$ cat config.mk
export PLATFORM = sky130hd
export DESIGN_NAME = hazard_controller
export DESIGN_NICKNAME = d
export VERILOG_FILES = /design/src/rtl/hazard_controller.sv
export SDC_FILE = /design/constraint.sdc
export NUM_CORES = 1
export LEC_CHECK = 0
export ABC_CLOCK_PERIOD_IN_PS = 2100
export CORE_ASPECT_RATIO = 0.9
export CORE_MARGIN = 2
export CORE_UTILIZATION = 40
export CTS_CLUSTER_DIAMETER = 60
export DETAILED_ROUTE_END_ITERATION = 12
export PLACE_DENSITY = 0.73
export SLEW_MARGIN = 30
export SYNTH_ARGS = -nofsm -noshare
export SYNTH_HDL_FRONTEND = slang
export SYNTH_SLANG_ARGS = --single-unit
$ cat constraint.sdc
create_clock -name CLK -period 2.1 [get_ports CLK]
set_input_delay 0.21 -clock CLK [delete_from_list [all_inputs] [get_ports CLK]]
set_output_delay 0.21 -clock CLK [all_outputs]
set_load 0.01 [all_outputs]
$ cat src/rtl/hazard_controller.sv
// Pipeline sequencing controller for the 5-stage MIPS core: latch enables/flushes,
// load-use and cache-wait stalls, branch/jump redirects, halt drain and perf counters.
module hazard_controller #(
  parameter int CNT_W = 16
) (
  input  logic             CLK,
  input  logic             nRST,
  input  logic             ihit,
  input  logic             dhit,
  input  logic             dmemREN_mem,
  input  logic             dmemWEN_mem,
  input  logic             memRead_ex,
  input  logic [4:0]       Rd_ex,
  input  logic [4:0]       Rs_dec,
  input  logic [4:0]       Rt_dec,
  input  logic             useRt_dec,
  input  logic             branchTaken_ex,
  input  logic             jump_dec,
  input  logic             halt_mem,
  output logic             pcEN,
  output logic             ifid_en,
  output logic             ifid_flush,
  output logic             idex_en,
  output logic             idex_flush,
  output logic             exmem_en,
  output logic             exmem_flush,
  output logic             memwb_en,
  output logic             halt,
  output logic [CNT_W-1:0] stall_cnt,
  output logic [CNT_W-1:0] flush_cnt
);

  typedef enum logic [1:0] {
    RUN     = 2'd0,
    DWAIT   = 2'd1,
    HALTING = 2'd2,
    HALTED  = 2'd3
  } state_t;

  state_t state, state_next;
  logic   mem_wait;
  logic   load_use;
  logic   stall_inc;
  logic   flush_inc;

  function automatic logic [CNT_W-1:0] sat_inc(input logic [CNT_W-1:0] v, input logic inc);
    if (inc && (v != {CNT_W{1'b1}}))
      return v + CNT_W'(1);
    return v;
  endfunction

  assign mem_wait = (dmemREN_mem | dmemWEN_mem) & ~dhit;

  // $zero never carries a real dependency, so it cannot create a hazard
  assign load_use = memRead_ex && (Rd_ex != 5'd0) &&
                    ((Rd_ex == Rs_dec) || (useRt_dec && (Rd_ex == Rt_dec)));

  always_comb begin
    state_next  = state;
    pcEN        = 1'b0;
    ifid_en     = 1'b0;
    ifid_flush  = 1'b0;
    idex_en     = 1'b0;
    idex_flush  = 1'b0;
    exmem_en    = 1'b0;
    exmem_flush = 1'b0;
    memwb_en    = 1'b0;
    halt        = 1'b0;
    stall_inc   = 1'b0;
    flush_inc   = 1'b0;
    if (nRST) begin
      case (state)
        RUN, DWAIT: begin
          if ((state == RUN && mem_wait) || (state == DWAIT && !dhit)) begin
            state_next = DWAIT;
          end else begin
            state_next = RUN;
            pcEN       = 1'b1;
            ifid_en    = 1'b1;
            idex_en    = 1'b1;
            exmem_en   = 1'b1;
            memwb_en   = 1'b1;
            if (halt_mem) begin
              pcEN        = 1'b0;
              ifid_flush  = 1'b1;
              idex_flush  = 1'b1;
              exmem_flush = 1'b1;
              state_next  = HALTING;
            end else if (branchTaken_ex) begin
              // Redirect wins over any stall: the DEC slot is squashed anyway
              ifid_flush = 1'b1;
              idex_flush = 1'b1;
              flush_inc  = 1'b1;
            end else if (load_use) begin
              pcEN       = 1'b0;
              ifid_en    = 1'b0;
              idex_flush = 1'b1;
            end else if (jump_dec) begin
              pcEN       = ihit;
              ifid_flush = 1'b1;
            end else if (!ihit) begin
              pcEN       = 1'b0;
              ifid_flush = 1'b1;
            end
          end
          stall_inc = ~pcEN;
        end
        HALTING: begin
          memwb_en   = 1'b1;
          state_next = HALTED;
        end
        HALTED: begin
          halt = 1'b1;
        end
        default: state_next = RUN;
      endcase
    end
  end

  always_ff @(posedge CLK or negedge nRST) begin
    if (!nRST) begin
      state     <= RUN;
      stall_cnt <= '0;
      flush_cnt <= '0;
    end else begin
      state     <= state_next;
      stall_cnt <= sat_inc(stall_cnt, stall_inc);
      flush_cnt <= sat_inc(flush_cnt, flush_inc);
    end
  end

endmodule

==> results of run 1 <==
[cell type report]
type	instances	area, um^2
Inverter	5	18.8
Fill cell	398	1660
Timing Repair Buffer	81	771
Clock buffer	7	86.3
Multi-Input combinational cell	142	966
Clock inverter	1	5.00
Sequential cell	34	851
Tap cell	62	77.6
[repair_timing]
action,CTS,global route
hold buffers,0,0
pin swaps,1,4
setup endpoints to repair,8,8
resized for setup,15,9
[worst max-delay path: stages]
cell	delay, ns
clkdlybuf4s50_1	0.44
nor3_4	0.25
buf_4	0.14
o311a_1	0.15
clkdlybuf4s50_1	0.54
[logic make-up (layout without fill, tap and decap cells)]
family	after synthesis	after routing	share of synthesized area, %
AND/OR/NAND/NOR	83	83	23.8
multiplexers	2	2	1.23
buffers and inverters	7	94	2.04
flip-flops	34	34	46.3
AO/OA/AOI/OAI	15	15	6.20
adder cells (fa/ha/maj)	2	2	1.36
XOR/XNOR	40	40	19.1
[through the flow]
step | area [um^2] | hold slack [ns]
2_1_floorplan | 1840 | -0.0856
3_3_place_gp | 2670 | 0.309
3_5_place_dp | 2670 | 0.315
4_1_cts | 2760 | 0.0132
5_1_grt | 2780 | 0.0364
6_report | 2780 | -0.000486
[registers in the layout, indices dropped and copies added, names as in the netlist]
name	count
state	2
flush_cnt	16
stall_cnt	16
[synthesized netlist by cell type, types with 2 or more instances]
library cell  number
nand3_2            2
nor3_1             7
and2_1             2
or3_1              2
nand3_1           14
inv_1              5
nand4_1           11
a21oi_1            4
nand2_1           17
ha_1               2
dfrtp_1           34
xnor2_1           34
xor2_1             6
o21ai_0            2
and3_1             8
nor2_1            13
[power groups by stage]
stage          logic (uW)  registers (uW)  clock network (uW)
3_3_place_gp          270             755                   0
3_5_place_dp          277             756                   0
2_1_floorplan        78.0             765                   0
5_1_grt               305             750                 539
6_report              276             743                 483
4_1_cts               280             744                 498
[metal layers]
layer	GRT usage [%]	vias up	wire [um]
li1	-	815	-
met1	23.7	774	2030
met2	29.6	56	2040
met3	5.01	2	354
met4	5.26	0	34
met5	0	-	0
[how the worst max path moves through the flow]
stage / to / from / slack, ns
after floorplan: stall_cnt[1]$_DFFE_PN0P_ / state[0]$_DFFE_PN0P_ / 0.33
after global placement: ifid_flush / Rd_ex[1] / -0.31
after detailed placement: ifid_flush / Rd_ex[1] / -0.33
after CTS: ifid_flush / Rd_ex[1] / -0.007
after global routing: stall_cnt[8]$_DFFE_PN0P_ / Rd_ex[4] / 0.02
final: memwb_en / dmemREN_mem / 0.14
==> run_results.csv, run 1 <==
group,metric,value,unit
placement,place.gp.congestion,0.840,
clock_network,post_cts_buffers,0,
sta,finalCritPeriodShare,93.2,%
clock_network,path_clk_slew,0.07,ns
power_and_ir_drop,p_seq_share,49.5,%
routing,vias,1647,
synthesis,synth_ff_type,"dfrtp_1",
power_and_ir_drop,swShare,24.7,%
setup_path,rr_startpoint,"state[0]$_DFFE_PN0P_",
setup_path,crit_fanout,4,
grt,overflow,0,
synthesis,yosysSeqAreaShare,46.3,%
setup_path,reg2reg_to,"flush_cnt[11]$_DFFE_PN0P_",
layout,final_cells,332,
placement,dp_slack,-0.329,ns
layout,utilization,62.6,%
synthesis,synthArstFlopShare,100,%
clock_network,cts_sinks,34,
clock_network,cts_tree,"yes",
die,initial_core_util,41.5,%
power_and_ir_drop,p_comb_share,18.4,%
grt,grt_first_pass_wirelength,7.01,mm
setup_path,required,1.89,ns
die,ios,67,
sta,min_period,1.96,ns
routing,drc,0,
grt,grt_pass1_vias,1519,
die,rows,23,
status,outcome,"finished with violations",
power_and_ir_drop,power_density,541,nW/um^2
setup_path,start_kind,"primary input",
sta,slew_viol_final,0,
clock_network,cts_root_buffer,"clkbuf_8",
power_and_ir_drop,leakagePower,0.00126,uW
synthesis,synth_area_leader_cell,"dfrtp_1",
clock_network,numCtsBuffers,5,
clock_network,clk_latency,0.28,ns
synthesis,synth_top_area_share,46.3,%
routing,ant_nets,0,
power_and_ir_drop,total_power,1500,uW
placement,port_buffers,66,
synthesis,synth_nets,211,
clock_network,htree_levels,2,
sta,max_freq,511,MHz
synthesis,ys_ff_latch,34,
placement,dp_hpwl,3.41,mm
synthesis,yosysUniqueCellTypes,36,
die,die_y,68.3,um
job,maxCapViolCount,0,
sta,holdWs,-0.000486,ns
synthesis,yosysWarnings,0,
clock_network,clock_path_buffers,2,
setup_path,cp.arrival,1.75,ns
layout,antenna_cells,0,
synthesis,syn_area_per_cell,10.0,um^2
sta,finalHoldViolCount,1,
sta,relSlewSlack,69.8,%
die,core,4430,um^2
routing,wirelength,4.46,mm
power_and_ir_drop,p_int,1130,uW
hold_path,hp-class,"in -> async",
setup_path,critPathCaptureType,"primary output",
synthesis,synth-edff-count,0,
routing,vias_per_cell,4.96,
power_and_ir_drop,vdd_drop_max,0.410,mV
power_and_ir_drop,p_clk_share,32.2,%
sta,fin_ws,0.144,ns
grt,antenna_found_initial,0,
status,violations,"negative hold slack",
layout,fin_nets,297,
placement,dp_cells,324,
sta,finalSetupViolations,0,
sta,skew,0.00399,ns
layout,most-common-layout-cells,"clkdlybuf4s50_1 (55), xnor2_1 (34), dfrtp_1 (34)",
grt,grt_max_degree,39,
die,dieWidth,75.5,um
grt,grtUsageTotal,18.2,%
sta,tightestPinTransition,0.453,ns
power_and_ir_drop,switchingPower,371,uW
die,dieArea,5150,um^2
sta,rsz0062_at_grt,"false",
setup_path,r2r_setup_slack,0.25,ns
synthesis,netlist_area,1840,um^2
layout,final_common_cell,"clkdlybuf4s50_1",
setup_path,reg2reg_depth,7,
synthesis,synth_area_leaders,"dfrtp_1 (46%), xnor2_1 (16%), nand3_1 (3.8%), nand4_1 (3.7%), nand2_1 (3.5%)",
synthesis,synthCells,183,
routing,drt-initial-drc-count,61,
layout,drive_above_1_share,13.3,%
layout,area_growth,51.0,%
setup_path,critPathKind,"in -> out",
sta,tns,0,ns
routing,wl_per_cell,13.4,um
routing,dr.pass1.iters,4,
(Power assumes the default switching activity.)
==> inputs of run 2 (changes only) <==
--- a/config.mk
+++ b/config.mk
@@ -9,10 +9,13 @@
 export CORE_ASPECT_RATIO = 0.9
 export CORE_MARGIN = 2
 export CORE_UTILIZATION = 40
+export CTS_BUF_LIST = sky130_fd_sc_hd__clkbuf_4 sky130_fd_sc_hd__clkbuf_8
 export CTS_CLUSTER_DIAMETER = 60
 export DETAILED_ROUTE_END_ITERATION = 12
+export HOLD_SLACK_MARGIN = 0.05
 export PLACE_DENSITY = 0.73
 export SLEW_MARGIN = 30
 export SYNTH_ARGS = -nofsm -noshare
 export SYNTH_HDL_FRONTEND = slang
 export SYNTH_SLANG_ARGS = --single-unit
+export TNS_END_PERCENT = 20
==> run_results.csv, run 2 (same netlist as run 1, synthesis figures left out) <==
group,metric,value,unit
clock_network,post_cts_buffers,0,
layout,drive_above_1_share,14.3,%
placement,port_buffers,66,
sta,tns,0,ns
routing,wl_per_cell,13.4,um
die,dieWidth,75.5,um
power_and_ir_drop,switchingPower,375,uW
placement,dp_cells,324,
status,outcome,"complete, no violations",
setup_path,start_kind,"primary input",
layout,multi_input_comb_area,968,um^2
setup_path,cp.arrival,1.81,ns
setup_path,critPathKind,"in -> out",
job,maxCapViolCount,0,
layout,area_growth,52.6,%
clock_network,clock_path_buffers,2,
grt,grt_pass1_vias,1533,
sta,rsz0062_at_grt,"true",
layout,nFillCells,397,
layout,seq_area,851,um^2
routing,vias_per_cell,4.93,
setup_path,reg2reg_depth,6,
clock_network,clk_latency,0.28,ns
routing,dr.pass1.iters,4,
die,rows,23,
sta,skew,0.00541,ns
clock_network,htree_levels,2,
sta,min_period,2.02,ns
setup_path,cp_slowest_cell,"or4_1",
power_and_ir_drop,p_clk_share,32.7,%
die,initial_core_util,41.5,%
layout,antenna_cells,0,
power_and_ir_drop,swShare,24.6,%
setup_path,crit_fanout,3,
power_and_ir_drop,power_density,543,nW/um^2
power_and_ir_drop,p_seq_share,48.7,%
placement,place_area,2670,um^2
sta,relSlewSlack,74.4,%
layout,final_common_cell,"clkdlybuf4s50_1",
layout,final_cells,334,
power_and_ir_drop,p_int,1150,uW
routing,vias,1647,
die,core,4430,um^2
sta,finalSetupViolations,0,
clock_network,cts_sinks,34,
grt,antenna_found_initial,0,
grt,grt_max_degree,35,
setup_path,critPathMaxStageDelay,0.52,ns
routing,wirelength,4.48,mm
power_and_ir_drop,leakagePower,0.00125,uW
die,dieArea,5150,um^2
grt,grt_first_pass_wirelength,7.04,mm
layout,fin_area,2800,um^2
routing,drc,0,
routing,ant_nets,0,
hold_path,hp-class,"reg -> reg",
hold_path,min_to,"flush_cnt[15]$_DFFE_PN0P_",
setup_path,reg2reg_to,"stall_cnt[1]$_DFFE_PN0P_",
die,ios,67,
setup_path,worstPathCellList,"clkdlybuf4s50_1 -> or4_1 -> o21a_1 -> nand2_2 -> o21ai_0 -> a21oi_1 -> buf_2",
clock_network,cts_tree,"yes",
setup_path,rr_startpoint,"stall_cnt[0]$_DFFE_PN0P_",
sta,tightestPinTransition,0.384,ns
placement,dp_hpwl,3.41,mm
layout,most-common-layout-cells,"clkdlybuf4s50_1 (58), xnor2_1 (34), dfrtp_1 (34)",
setup_path,required,1.89,ns
routing,drt-initial-drc-count,61,
power_and_ir_drop,vdd_drop_max,0.412,mV
layout,fin_nets,299,
grt,grtUsageTotal,18.2,%
setup_path,critPathCaptureType,"primary output",
clock_network,numCtsBuffers,5,
clock_network,path_clk_slew,0.07,ns
placement,place.gp.congestion,0.840,
layout,reg_top3,"flush_cnt (16), stall_cnt (16), state (2)",
sta,finalHoldViolCount,0,
die,die_y,68.3,um
clock_network,cts_root_buffer,"clkbuf_8",
power_and_ir_drop,p_comb_share,18.6,%
hold_path,holdPathStages,1,
hold_path,hold_path.startpoint,"flush_cnt[15]$_DFFE_PN0P_",
sta,slew_viol_final,0,
setup_path,r2r_setup_slack,0.27,ns
sta,finalCritPeriodShare,96.2,%
grt,overflow,0,
sta,max_freq,495,MHz
==> run 2: cell count changes in the layout (fill, tap and decap cells not counted), sizes merged <==
cell | previous run | this run
clkdlybuf4s50 | 55 | 58
dlymetal6s2s | 6 | 3
buf | 19 | 20
dlygate4sd3 | 0 | 1
==> run 2: power by group through the flow <==
stage	sequential [uW]	combinational, uW	clock, uW
2_1_floorplan	765	78.0	0
3_3_place_gp	755	270	0
3_5_place_dp	756	277	0
4_1_cts	744	287	512
5_1_grt	750	313	551
6_report	743	283	498
==> run 2: area by class of cell <==
| type | count | area share, % |
|---|---|---|
| multi-input cells | 142 | 34.5 |
| clock inverters | 1 | 0.178 |
| well taps | 62 | 2.77 |
| flip-flops and latches | 34 | 30.3 |
| clock buffers | 7 | 3.21 |
| repair buffers | 83 | 28.3 |
| inverters | 5 | 0.669 |
==> run 2: per-layer routing <==
metal	track usage [%]	wire, um	up-vias
li1	-	-	821
met1	23.5	2090	775
met2	30.0	2040	49
met3	5.01	323	2
met4	5.26	34	0
met5	0	0	-
==> run 2: worst max-delay path, delay by kind of cell <==
family          cells  cell delay, ns
compound gates      3            0.44
simple gates        2            0.61
buf+inv             2            0.56
==> run 2: worst max-delay path by stage <==
stage / cells after the start / slack [ns] / end / start
after floorplan: 6 / 0.33 / stall_cnt[1]$_DFFE_PN0P_ / state[0]$_DFFE_PN0P_
after global placement: 7 / -0.31 / ifid_flush / Rd_ex[1]
after detailed placement: 7 / -0.33 / ifid_flush / Rd_ex[1]
after CTS: 7 / -0.007 / ifid_flush / Rd_ex[1]
after global routing: 7 / -0.0009 / pcEN / Rd_ex[3]
final: 7 / 0.08 / ifid_flush / Rd_ex[3]
==> run 2: repair_timing <==
action / CTS / global route
hold buffers: 2 / 0
pin swaps: 1 / 3
resized for setup: 14 / 8
endpoints found under the hold margin: 34 / 0
endpoints found under the setup margin: 8 / 8
gates cloned: 0 / 0
==> run 2: through the flow <==
stage | utilization, % | power [uW] | hold WS (ns) | worst slack (ns)
final | 63.3 | 1520 | 0.498 | 0.0806
after global routing | 63.3 | 1610 | 0.515 | -0.000913
after CTS | 63.2 | 1540 | 0.502 | -0.00672
after detailed placement | 60.1 | 1030 | 0.315 | -0.329
after global placement | 60.1 | 1020 | 0.309 | -0.310
after floorplan | - | 843 | -0.0856 | 0.327
